===== src/rtl/cp0_intr_ctrl.sv =====
// Purpose: prioritised external-interrupt controller in front of CP0 (sync, mask, edge/level, pending, req/ack/eret).
// Latency: irq_in rising before edge k gives int_req after edge k+3; cfg writes take effect after the edge.
// Backpressure: one request outstanding; further requests are held until CP0 acks and then issues eret.
// Ports: clk/rst (async active-low), irq_in[NUM_IRQ], cfg_we/cfg_addr/cfg_wdata/cfg_rdata register port,
//        int_req/int_cause/int_ack request handshake to CP0, eret return pulse, in_service handler-active flag.
module cp0_intr_ctrl #(
  parameter int NUM_IRQ = 8,
  parameter int ID_W    = 3
) (
  input  logic               clk,
  input  logic               rst,
  input  logic [NUM_IRQ-1:0] irq_in,
  input  logic               cfg_we,
  input  logic [1:0]         cfg_addr,
  input  logic [31:0]        cfg_wdata,
  output logic [31:0]        cfg_rdata,
  output logic               int_req,
  output logic [ID_W-1:0]    int_cause,
  input  logic               int_ack,
  input  logic               eret,
  output logic               in_service
);

  localparam logic [1:0] ADDR_MASK   = 2'd0;
  localparam logic [1:0] ADDR_EDGE   = 2'd1;
  localparam logic [1:0] ADDR_PEND   = 2'd2;
  localparam logic [1:0] ADDR_STATUS = 2'd3;

  typedef enum logic [1:0] {
    ST_IDLE = 2'd0,
    ST_REQ  = 2'd1,
    ST_SVC  = 2'd2
  } state_t;

  state_t             state;
  logic [NUM_IRQ-1:0] s1, s2, s2_d;
  logic [NUM_IRQ-1:0] mask_r, edge_r, pend_r;

  logic [NUM_IRQ-1:0] rise, w1c, ack_clr, clr, pend_nxt, elig;
  logic [ID_W-1:0]    win_id;
  logic               ack_fire;

  // Only the low NUM_IRQ bits of the write data carry register content.
  logic unused_wdata;
  assign unused_wdata = ^cfg_wdata[31:NUM_IRQ];

  // Two-flop synchroniser plus one delayed copy for rising-edge detection.
  always_ff @(posedge clk or negedge rst) begin
    if (!rst) begin
      s1   <= '0;
      s2   <= '0;
      s2_d <= '0;
    end else begin
      s1   <= irq_in;
      s2   <= s1;
      s2_d <= s2;
    end
  end

  assign rise     = s2 & ~s2_d;
  assign ack_fire = (state == ST_REQ) && int_ack;
  assign w1c      = (cfg_we && cfg_addr == ADDR_PEND) ? cfg_wdata[NUM_IRQ-1:0] : '0;

  always_comb begin
    ack_clr = '0;
    if (ack_fire) ack_clr[int_cause] = 1'b1;
  end

  // Clears only touch edge-mode bits; a fresh edge in the same cycle wins
  // over the clear. Level-mode bits simply mirror the synchronised line.
  assign clr      = (w1c | ack_clr) & edge_r;
  assign pend_nxt = (edge_r & (rise | (pend_r & ~clr))) | (~edge_r & s2);
  assign elig     = pend_r & mask_r;

  // Lowest-numbered eligible line wins: scan from the top so the last hit is the lowest.
  always_comb begin
    win_id = '0;
    for (int i = NUM_IRQ - 1; i >= 0; i--) begin
      if (elig[i]) win_id = ID_W'(i);
    end
  end

  always_ff @(posedge clk or negedge rst) begin
    if (!rst) begin
      mask_r <= '0;
      edge_r <= '0;
      pend_r <= '0;
    end else begin
      pend_r <= pend_nxt;
      if (cfg_we && cfg_addr == ADDR_MASK) mask_r <= cfg_wdata[NUM_IRQ-1:0];
      if (cfg_we && cfg_addr == ADDR_EDGE) edge_r <= cfg_wdata[NUM_IRQ-1:0];
    end
  end

  // Request FSM. The cause is latched on entry to REQ and held through SVC,
  // so masking or a dropped line cannot retract an offered request.
  always_ff @(posedge clk or negedge rst) begin
    if (!rst) begin
      state      <= ST_IDLE;
      int_req    <= 1'b0;
      int_cause  <= '0;
      in_service <= 1'b0;
    end else begin
      case (state)
        ST_IDLE: begin
          if (|elig) begin
            int_cause <= win_id;
            int_req   <= 1'b1;
            state     <= ST_REQ;
          end
        end
        ST_REQ: begin
          if (int_ack) begin
            int_req    <= 1'b0;
            in_service <= 1'b1;
            state      <= ST_SVC;
          end
        end
        ST_SVC: begin
          if (eret) begin
            in_service <= 1'b0;
            state      <= ST_IDLE;
          end
        end
        default: begin
          int_req    <= 1'b0;
          in_service <= 1'b0;
          state      <= ST_IDLE;
        end
      endcase
    end
  end

  always_comb begin
    cfg_rdata = '0;
    case (cfg_addr)
      ADDR_MASK: cfg_rdata[NUM_IRQ-1:0] = mask_r;
      ADDR_EDGE: cfg_rdata[NUM_IRQ-1:0] = edge_r;
      ADDR_PEND: cfg_rdata[NUM_IRQ-1:0] = pend_r;
      ADDR_STATUS: begin
        cfg_rdata[1:0]      = state;
        cfg_rdata[2]        = in_service;
        cfg_rdata[8 +: ID_W] = int_cause;
      end
      default: cfg_rdata = '0;
    endcase
  end

endmodule

===== config.mk =====
export PLATFORM = sky130hd
export DESIGN_NAME = cp0_intr_ctrl
export DESIGN_NICKNAME = d
export VERILOG_FILES = /design/src/rtl/cp0_intr_ctrl.sv
export SDC_FILE = /design/constraint.sdc
export NUM_CORES = 1
export LEC_CHECK = 0
export CAP_MARGIN = 20
export CORE_MARGIN = 5
export CORE_UTILIZATION = 40
export CTS_CLUSTER_DIAMETER = 30
export DETAILED_ROUTE_END_ITERATION = 7
export MAX_ROUTING_LAYER = met4
export PLACE_DENSITY = 0.72
export SKIP_LAST_GASP = 1
export SLEW_MARGIN = 15
export SYNTH_ARGS = -nofsm -noshare
export SYNTH_HDL_FRONTEND = slang
export SYNTH_SLANG_ARGS = --single-unit

===== constraint.sdc =====
create_clock -name clk -period 1.43 [get_ports clk]
set_input_delay 0.143 -clock clk [delete_from_list [all_inputs] [get_ports clk]]
set_output_delay 0.143 -clock clk [all_outputs]
set_load 0.01 [all_outputs]

==> out/metrics.yaml <==
vias_per_cell: 5.017
rr_startpoint: "pend_r[6]"
hp-class: "primary input to flop"
r2r-end: "int_cause[0]"
holdWs_ps: 256.8
clock_skew_ps: 6.591
outcome: "finished with violations"
top_layer: "met4"
gr-total-overflow: 0
synth_compound_area_share_pct: 11.50
antenna_found_initial: 0
via_count: 1791
synthAdderAreaFrac_pct: 0
period_share_pct: 103.8
stdcell_area_sq_mm: 0.003233
synthToLayoutAreaGrowth_pct: 33.82
max-vdd-ir-drop_uv: 700.2
synth_top_area_cell: "dfrtp_1"
seq_area_frac_synth_pct: 56.97
avgSynthCellArea_sq_um: 12.08
grt_pass1_wl_microns: 8576
maxSlewViolCount: 0
start_util_pct: 41.05
grt_usage_pct: 14.92
min_from: "irq_in[4]"
wl_microns: 5252
yosys_warnings: 0
synthDominantCellAreaShare_pct: 56.97
drc_errors: 0
async_flop_share_pct: 100.0
wl_per_cell_microns: 14.71
violations: "setup timing"
synth_seq_cells: 55
dp_hpwl_microns: 3782
die-area_sq_mm: 0.007695
cp.required_ps: 1290
cp_slowest_cell: "mux4_2"
cpPeakStageDelay_ps: 460
ff2ff_setup_slack_ps: 70
cts_tree: "yes"
fillCellCount: 516
power_leakage_nw: 1.535
drt-met1-wl_microns: 2153
rsz0062_at_grt: "yes"
gp_congestion: 0.8362
synthMuxAreaShare_pct: 12.33
hold_violations: 0
crit_path_start_kind: "flop"
min_period_ps: 1484
dr.pass1.iters: 4
clkTransAtPathRegs_ps: 100
synth_xor_area_share_pct: 0
clkSinkCount: 55
setup_ws_ps: -54.47
ys_top_cells_by_area: "dfrtp_1 (57%), mux2_2 (7.5%), buf_4 (6.8%), nand2_1 (5.4%), mux4_2 (2.8%)"
drive_gt1_share_pct: 31.91
rr_worst_depth: 5
grt_max_degree: 56
drtAntennaViolNets: 0
die_h_microns: 87.72
crit_path_max_fanout: 2
clk_latency_ps: 310
maxCapViolCount: 0
dominantRegCellSynth: "dfrtp_1"
io_buffers: 38
place_area_sq_mm: 0.003022
antenna_cells: 0
synth_commonest_cells: "dfrtp_1 (55), nand2_1 (35), buf_4 (22)"
path_class: "flop to output pin"
cts-root-buf: "clkbuf_8"
htreeDepth: 2
drt-initial-drc-count: 109
grt_pass1_vias: 1721
rows: 28
synth.most_common_cell: "dfrtp_1"
num-nets-final: 328
path_cells: "mux4_2 > buf_2"
synth_cells: 200
dr_wl_met2_microns: 2688
critical_path.endpoint_type: "output pin"
wl_met3_microns: 336
clockBufferDepth: 2
yosys.area_share.simple_pct: 11.34
setup_violations: 3
core_sq_mm: 0.005886
numCtsBuffers: 5
power.density_mw_per_mm2: 1433
synth_edf_count: 0
cp.arrival_ps: 1340
die-width_microns: 87.72
yosysUniqueCellTypes: 32
min_to: "s1[4]"
synth_area_sq_mm: 0.002416
synth_top_family_by_area: "multiplexers"
hold_path_depth: 1
fmax_ghz: 0.6736
ios: 84
[through the flow]
stage	worst slack (ps)	util, %	power [mW]	TNS (ps)	instances
final	-54.47	54.93	4.634	-144.2	357
after global routing	-96.25	54.93	4.949	-322.9	357
after CTS	-77.35	54.15	4.585	-290.2	353
after detailed placement	-514.2	51.34	3.645	-8890	336
after global placement	-500.4	51.34	3.607	-8617	336
after floorplan	209.1	-	2.832	0	220
[cells in the final DEF, fill, tap and decap left out, drive strengths merged, types with 4 or more instances in the layout]
cell type	count
a21o	6
a21oi	7
a221oi	6
a22oi	4
buf	47
clkbuf	7
clkdlybuf4s50	20
conb	21
dfrtp	55
dlygate4sd2	5
mux2	16
mux2i	5
nand2	36
nor2	4
o21ai	11
[cell type report]
cell class / instances / area [sq um] / area share, %
Clock buffer: 5 / 68.82 / 2.128
Timing Repair Buffer: 79 / 719.4 / 22.25
Multi-Input combinational cell: 140 / 949.7 / 29.37
Sequential cell: 55 / 1376 / 42.57
Tap cell: 75 / 93.84 / 2.902
Clock inverter: 3 / 25.02 / 0.7740
[timing repair]
action,4_1_cts,5_1_grt
resized for setup,38,18
cloned,1,0
pin swaps,0,1
setup endpoints to repair,13,14
buffers inserted,7,4
endpoints found under the hold margin,55,0
hold buffers,1,0
[sequential cells by signal, indices dropped and copies added, names as in the netlist]
name / cells
edge_r: 8
int_req: 1
state: 2
int_cause: 3
mask_r: 8
s2: 8
pend_r: 8
in_service: 1
s1: 8
s2_d: 8
[layer usage]
metal,track usage [%],vias up
li1,-,834
met1,17.65,883
met2,25.27,64
met3,3.293,10
met4,4.742,0
met5,-,-
[worst max-delay path by stage]
| stage | slack [ps] | start | depth (start not counted) | endpoint |
|---|---|---|---|---|
| 5_1_grt | -100 | in_service | 2 | cfg_rdata[2] |
| 3_3_place_gp | -500 | cfg_addr[1] | 4 | cfg_rdata[2] |
| 6_report | -50 | in_service | 2 | cfg_rdata[2] |
| 4_1_cts | -80 | in_service | 2 | cfg_rdata[2] |
| 3_5_place_dp | -510 | cfg_addr[1] | 4 | cfg_rdata[1] |
| 2_1_floorplan | 210 | mask_r[7] | 4 | int_cause[0] |
[worst max-delay path, delay by kind of cell (launching register included)]
kind     cells  cell delay [ps]
mux          1              460
buf+inv      1              150
flops        1              420
[report_power, final]
part	internal, mW	switching, mW	leakage, nW
sequential	1.82	0.199	0.644
clock	0.351	0.511	0.0443
combinational	0.969	0.784	0.847
total	3.14	1.49	1.54
[logic make-up after synthesis]
kind of cell           count (synthesis)
AO/OA/AOI/OAI                         41
flip-flops                            55
AND/OR/NAND/NOR                       54
multiplexers                          24
buffers and inverters                 25
other                                  1
Power figures use the tool's default switching activity.
